==> src/rtl/pu_ex_md.sv <==
// Iterative multiply/divide sequencer for the EX stage: shift-add multiply and restoring
// divide on operand magnitudes, one iteration per cycle, with a combinational stall request.
module pu_ex_md #(
  parameter int unsigned DATA_W = 32,
  parameter int unsigned CNT_W  = 6
) (
  input  logic              clk,
  input  logic              rst,
  input  logic              en,
  input  logic [2:0]        op,
  input  logic [DATA_W-1:0] in0,
  input  logic [DATA_W-1:0] in1,
  input  logic              flush,
  output logic              busy,
  output logic              done,
  output logic [DATA_W-1:0] hi,
  output logic [DATA_W-1:0] lo
);

  typedef enum logic [1:0] {StIdle, StCalc, StDone} state_e;

  localparam logic [2:0] OpMult  = 3'd1;
  localparam logic [2:0] OpMultu = 3'd2;
  localparam logic [2:0] OpDiv   = 3'd3;
  localparam logic [2:0] OpDivu  = 3'd4;

  state_e            state_q, state_d;
  logic [CNT_W-1:0]  cnt_q, cnt_d;
  logic              is_div_q, is_div_d;
  logic              neg_a_q, neg_a_d;
  logic              neg_b_q, neg_b_d;
  logic              divz_q, divz_d;
  logic [DATA_W-1:0] opa_q, opa_d;
  logic [DATA_W-1:0] acc_hi_q, acc_hi_d;
  logic [DATA_W-1:0] acc_lo_q, acc_lo_d;
  logic [DATA_W-1:0] hi_q, lo_q;

  logic              op_valid, op_signed, op_div, start;
  logic              neg0, neg1;
  logic [DATA_W-1:0] mag0, mag1;
  logic [DATA_W:0]   mul_sum, div_shift, div_diff;
  logic [2*DATA_W-1:0] prod_mag, prod;
  logic [DATA_W-1:0] res_hi, res_lo;

  assign op_valid  = (op == OpMult) || (op == OpMultu) || (op == OpDiv) || (op == OpDivu);
  assign op_signed = (op == OpMult) || (op == OpDiv);
  assign op_div    = (op == OpDiv) || (op == OpDivu);
  assign start     = (state_q == StIdle) && en && op_valid && !flush;

  assign neg0 = op_signed && in0[DATA_W-1];
  assign neg1 = op_signed && in1[DATA_W-1];
  assign mag0 = neg0 ? -in0 : in0;
  assign mag1 = neg1 ? -in1 : in1;

  // Multiply step: conditionally add the multiplicand, then shift {acc_hi, acc_lo} right.
  assign mul_sum = {1'b0, acc_hi_q} + (acc_lo_q[0] ? {1'b0, opa_q} : '0);
  // Divide step: shift the next dividend bit into the remainder and trial-subtract.
  assign div_shift = {acc_hi_q, acc_lo_q[DATA_W-1]};
  assign div_diff  = div_shift - {1'b0, opa_q};

  always_comb begin
    state_d  = state_q;
    cnt_d    = cnt_q;
    is_div_d = is_div_q;
    neg_a_d  = neg_a_q;
    neg_b_d  = neg_b_q;
    divz_d   = divz_q;
    opa_d    = opa_q;
    acc_hi_d = acc_hi_q;
    acc_lo_d = acc_lo_q;
    unique case (state_q)
      StIdle: begin
        if (start) begin
          state_d  = StCalc;
          cnt_d    = '0;
          is_div_d = op_div;
          neg_a_d  = neg0;
          neg_b_d  = neg1;
          divz_d   = (in1 == '0);
          acc_hi_d = '0;
          // Multiply keeps the multiplier in acc_lo; divide keeps the dividend there.
          opa_d    = op_div ? mag1 : mag0;
          acc_lo_d = op_div ? mag0 : mag1;
        end
      end
      StCalc: begin
        if (flush) begin
          state_d = StIdle;
        end else begin
          cnt_d = cnt_q + CNT_W'(1);
          if (cnt_q == CNT_W'(DATA_W - 1)) state_d = StDone;
          if (is_div_q) begin
            if (!div_diff[DATA_W]) begin
              acc_hi_d = div_diff[DATA_W-1:0];
              acc_lo_d = {acc_lo_q[DATA_W-2:0], 1'b1};
            end else begin
              acc_hi_d = div_shift[DATA_W-1:0];
              acc_lo_d = {acc_lo_q[DATA_W-2:0], 1'b0};
            end
          end else begin
            acc_hi_d = mul_sum[DATA_W:1];
            acc_lo_d = {mul_sum[0], acc_lo_q[DATA_W-1:1]};
          end
        end
      end
      StDone: begin
        state_d = StIdle;
      end
      default: begin
        state_d = StIdle;
      end
    endcase
  end

  // Sign fix-up; a zero divisor yields all-ones quotient and the raw dividend as remainder.
  assign prod_mag = {acc_hi_q, acc_lo_q};
  assign prod     = (neg_a_q ^ neg_b_q) ? -prod_mag : prod_mag;

  always_comb begin
    res_hi = prod[2*DATA_W-1:DATA_W];
    res_lo = prod[DATA_W-1:0];
    if (is_div_q) begin
      res_hi = neg_a_q ? -acc_hi_q : acc_hi_q;
      if (divz_q)                 res_lo = '1;
      else if (neg_a_q ^ neg_b_q) res_lo = -acc_lo_q;
      else                        res_lo = acc_lo_q;
    end
  end

  always_ff @(posedge clk) begin
    if (rst) begin
      state_q  <= StIdle;
      cnt_q    <= '0;
      is_div_q <= 1'b0;
      neg_a_q  <= 1'b0;
      neg_b_q  <= 1'b0;
      divz_q   <= 1'b0;
      opa_q    <= '0;
      acc_hi_q <= '0;
      acc_lo_q <= '0;
      hi_q     <= '0;
      lo_q     <= '0;
    end else begin
      state_q  <= state_d;
      cnt_q    <= cnt_d;
      is_div_q <= is_div_d;
      neg_a_q  <= neg_a_d;
      neg_b_q  <= neg_b_d;
      divz_q   <= divz_d;
      opa_q    <= opa_d;
      acc_hi_q <= acc_hi_d;
      acc_lo_q <= acc_lo_d;
      if (state_q == StDone) begin
        hi_q <= res_hi;
        lo_q <= res_lo;
      end
    end
  end

  assign busy = ((state_q == StIdle && start) || state_q == StCalc) && !flush && !rst;
  assign done = (state_q == StDone);
  assign hi   = done ? res_hi : hi_q;
  assign lo   = done ? res_lo : lo_q;

endmodule
==> config.mk <==
export PLATFORM = sky130hd
export DESIGN_NAME = pu_ex_md
export DESIGN_NICKNAME = d
export VERILOG_FILES = /design/src/rtl/pu_ex_md.sv
export SDC_FILE = /design/constraint.sdc
export NUM_CORES = 1
export LEC_CHECK = 0
export CORE_MARGIN = 3
export CORE_UTILIZATION = 55
export DETAILED_ROUTE_END_ITERATION = 6
export PLACE_DENSITY = 0.77
export RECOVER_POWER = 100
export SYNTH_ARGS = -nofsm -noshare
export SYNTH_HDL_FRONTEND = slang
export SYNTH_SLANG_ARGS = --single-unit
==> constraint.sdc <==
create_clock -name clk -period 7.3 [get_ports clk]
set_clock_uncertainty 0.15 [all_clocks]
set_input_delay 1.825 -clock clk [delete_from_list [all_inputs] [get_ports clk]]
set_output_delay 1.825 -clock clk [all_outputs]
set_load 0.005 [all_outputs]
Word-level counts from Yosys, hierarchy flattened
Cells that the tools add are included.
{"block": "totals", "reg_bits": 172, "output_inout_bits": 66, "word_cells": 82}
{"block": "op_classes", "add_sub_neg": 8, "eq_ne": 10, "n_mux": 30, "bitwise": 1, "reduce_logical": 22}
{"operator": "two-way mux 32 bit", "count": 19}
{"operator": "negation 32 bit", "count": 4}
{"operator": "one-hot mux 32 bit (2 select lines)", "count": 2}
{"operator": "two-way mux 64 bit", "count": 1}
{"operator": "negation 64 bit", "count": 1}
{"operator": "adder 32 x 32 -> 33 bit", "count": 1}
{"operator": "subtractor 33 x 32 -> 33 bit", "count": 1}
{"operator": "zero test 32 bit", "count": 1}
{"operator": "two-way mux 6 bit", "count": 2}
{"operator": "one-hot mux 6 bit (2 select lines)", "count": 1}
{"operator": "logical AND 1 bit", "count": 8}
{"operator": "adder 6 x 1 -> 6 bit, second input constant", "count": 1}
{"operator": "equality test 3 x 2 -> 1 bit, second input constant", "count": 2}
{"operator": "equality test 6 x 5 -> 1 bit, second input constant", "count": 1}
{"operator": "logical OR 1 bit", "count": 6}
{"operator": "two-way mux 2 bit", "count": 3}
{"operator": "inequality test 2 bit, second input constant", "count": 2}
{"operator": "one-hot mux 2 bit (2 select lines)", "count": 1}
{"operator": "AND reduction 2 bit", "count": 2}
{"operator": "equality test 3 x 1 -> 1 bit, second input constant", "count": 1}
{"operator": "equality test 3 bit, second input constant", "count": 1}
{"operator": "inequality test 3 bit, second input constant", "count": 1}
{"operator": "AND reduction 3 bit", "count": 1}
{"operator": "equality test 2 x 1 -> 1 bit, second input constant", "count": 1}
{"operator": "6 further kinds", "count": 7}

Longest topological paths before layout
{"block": "logic_depth", "depth_word": 10, "depth_mapped": 15, "mapped_depth_nobuf": 14}

Least setup slack after synthesis
OpenSTA, ideal clock, no wires.
{"block": "synth_path", "path_kind": "register to output", "from": "register acc_lo_q[2]", "to": "output hi[28]", "arrival_ps": 2661, "required_time_ps": 5325, "slack_ps": 2664, "stages_incl_launch_ff": 12, "path_buffers": 1, "cell_sequence": "dfxtp_1 buf_6 or4_4 or4_4 nor4_4 nand4_1 nor4_4 a21oi_1 o41ai_2 xnor2_1 nor2_1 nor2_1"}
{"block": "synth_via", "elab_chain_cells": 4}
{"element": "start: declaration", "line": "35", "text": "logic [DATA_W-1:0] acc_lo_q, acc_lo_d;"}
{"element": "start signal: assignment", "line": "152", "text": "acc_lo_q <= acc_lo_d;"}
{"element": "negation 64 bit", "line": "117", "text": "assign prod = (neg_a_q ^ neg_b_q) ? -prod_mag : prod_mag;"}
{"element": "two-way mux 64 bit", "line": "117"}
{"element": "two-way mux 32 bit", "line": "122", "text": "if (is_div_q) begin"}
{"element": "two-way mux 32 bit"}
{"element": "end: declaration", "line": "16", "text": "output logic [DATA_W-1:0] hi,"}
No other way between the ends.

Final worst setup path
{"block": "layout_path", "from": "register acc_lo_q[2]", "to": "output hi[12]"}
Same word-level chain as after synthesis.

==> results by group <==
Critical path
  – Critical path data required time: 5.33 ns
  – Most frequent CP cell: or4_4
  – CP arrival: 4.63 ns
  – CP Cell Sequence: or4_4, or4_4, nor4_1, nand4_1, nor4_4, nor4b_1, a311oi_1, xor2_1, o21ai_0, clkdlybuf4s50_1
  – CP delay by family, top: simple AND/OR/NAND/NOR gates
  – Crit-path slowest cell: nor4_1
  – Worst Setup End Kind: primary output
  – Worst stage delay on the critical path: 0.70 ns
  – Worst path bufs/invs: 1
  – Kind of critical path: flop to primary output
  – Setup crit start kind: flop
  – CP max FO: 8

Power and ir drop
  – Pwr dens: 161 nW/um2
  – Worst VDD drop: 0.167 mV
  – P_leak: 6.35 nW

Synth
  – Area share of the largest cell type after synthesis: 23.8%
  – Synth area leaders: dfxtp_1 24%, a21oi_1 6.8%, nor2_1 6.7%
  – Most frequent cell after synthesis: nor2_1
  – Sequential cell area fraction in the yosys report: 23.8%
  – Average size of a mapped cell: 7.14 um2
  – Number of synthesized flops with an enable pin: 0
  – Gate Count Post-Synth: 2023
  – Biggest area consumer among synthesized cells: dfxtp_1
  – Synthesized Nets: 2165
  – Unique masters post-synth: 78
  – Commonest cells in the netlist: 256 x nor2_1, 217 x nand2_1, 197 x a21oi_1
  – Synth Cell Area: 14400 um2
  – Async SR Flop Fraction: 0%
  – #FFs+latches synth: 172
  – Yosys warning total: 0
  – Top FF cell, synth: dfxtp_1

Global route
  – Gr usage total: 34.7%
  – Initial antenna violation count: 0
  – GR Layer Usage met1: 47.7%
  – Largest net degree at the start of global routing: 76
  – Busiest grt layer: met2
  – Remaining global-route overflow: 0
  – Global-route wire length before repair: 79200 um
  – GR Util met2: 54.2%
  – Number of global-route vias before repair: 14.2k
  – Met3 Use GR: 4.74%

Route
  – Routed Wire Length: 51000 um
  – DRT iter0 DRCs: 1837
  – Avg Vias per Cell: 6.40
  – WL/cell: 21.1 um
  – Total number of vias: 15.5k
  – Drt first pass iters: 7
  – Antenna Nets Post-Route: 0
  – # DRC: 0

Clocking
  – Cts repair resizes: 0
  – Num Clock Sinks: 172
  – Cts hold-fix bufs: 0
  – CTS tree: yes
  – Clk root buf: clkbuf_16
  – Cts bufs inserted: 17
  – CTS max path bufs: 2
  – Reg clk slew, reported paths: 0.08 ns
  – Later-pin clock latency in the skew report: 0.45 ns
  – # Post-CTS Setup Buffers: 0
  – Htree depth: 4

Run status
  – Failing checks: max-capacitance violations, max-slew violations
  – Run status: finished with violations

Timing
  – Slew Limit Fails: 72
  – Slew HR: -135%
  – Crit path time final: 6.61 ns
  – Final setup violating endpoints: 0
  – Setup_tns: 0 ns
  – Measured slew at the worst slew-check pin: 3.53 ns
  – RSZ-0062 raised after global routing: no
  – Endpoints failing hold: 0
  – Fin Hold WS: 0.304 ns
  – Fin crit share: 90.5%
  – Fmax: 151 MHz

Place
  – IO Port Bufs: 136
  – DP HPWL: 38900 um
  – Dpl cells: 2391
  – Placer congestion estimate: 0.997

Floorplanning
  – Initial Util: 56.7%
  – CORE AREA: 25500 um2
  – Die ar.: 28200 um2
  – Std-Cell Rows: 58
  – Die width: 168 um
  – I/O pins: 137
  – Die Ht: 168 um

Min path
  – HP Class: flop to flop

Finish
  – Nets: 2222
  – Fin util: 65.0%
  – Fin cells: 2424
  – Share of cells above drive strength 1: 4.11%
  – Layout area overhead: 14.7%

Flow run
  – Max Cap Viol: 1
where the power goes:
group	switching (W)	internal, W	leakage [nW]	total [W]
sequential	0.0000405	0.000962	1.39	0.00100
combinational	0.000426	0.000272	4.66	0.000698
clock	0.000492	0.000469	0.296	0.000962
worst register-to-register path, delay by kind of cell, from the launching register on:
kind / cells / cell delay (ns)
AOI/OAI and AO/OA: 6 / 2.01
adders and majority gates: 1 / 0.47
buffers and inverters: 2 / 0.70
DFF: 1 / 0.66
muxes: 1 / 0.40
and+or+nand+nor: 2 / 0.46
layout make-up:
cell class / instances / area (um2)
multi-input cells: 1661 / 10300
fillers: 2312 / 8910
clock buffers: 17 / 425
flip-flops and latches: 172 / 3440
repair buffers: 164 / 1560
diodes: 1 / 2.50
well taps: 330 / 413
clock inverters: 15 / 190
inverters: 64 / 240
stage by stage:
stage	power, W	worst slack, ns	instance area, um2
floorplan	0.00149	2.66	14400
global placement	0.00169	1.51	16000
finish	0.00266	0.691	16600
CTS	0.00264	1.29	16600
detailed placement	0.00170	1.43	16000
global route	0.00276	0.538	16600
cells by family after synthesis:
logic type	share of synthesized area (%)
simple gates	25.8
xor+xnor	10.1
mux	4.13
flops	23.8
fa+ha+maj	6.26
buf+inv	5.10
compound gates	24.8
state kept, by name, summed over array words and instances, names as in the netlist:
signal	flops
acc_hi_q	32
acc_lo_q	32
cnt_q	6
divz_q	1
hi_q	32
is_div_q	1
lo_q	32
neg_a_q	1
neg_b_q	1
opa_q	32
state_q	2
final timing paths:
kind                             startpoint            to  slack (ns)  cells after the start
worst max-delay path            acc_lo_q[2]        hi[12]        0.69                     10
worst min register to register    opa_q[14]     opa_q[14]        0.30                      2
worst min-delay path              opa_q[14]     opa_q[14]        0.30                      2
worst max register to register  acc_hi_q[0]  acc_hi_q[29]        2.35                     12
layout by cell type, fill, tap and decap left out, types with 27 or more instances in the layout:
master	instances
xor2_1	63
o21ai_0	126
xnor2_1	103
nor2b_1	71
a21oi_1	197
a31oi_1	28
nor2_1	255
clkdlybuf4s50_1	86
mux2i_1	54
o211ai_1	27
inv_1	64
o31ai_1	32
ha_1	69
dlygate4sd3_1	49
nand3_1	42
nand2_1	217
nor3_1	60
dfxtp_1	171
routing by layer:
metal  share of wire, %  up-vias
li1                   -     7314
met1                 42     7161
met2                 44      893
met3                9.1      133
met4                4.3        2
met5              0.082        -
Note: power is estimated with default switching activity, not from simulation.
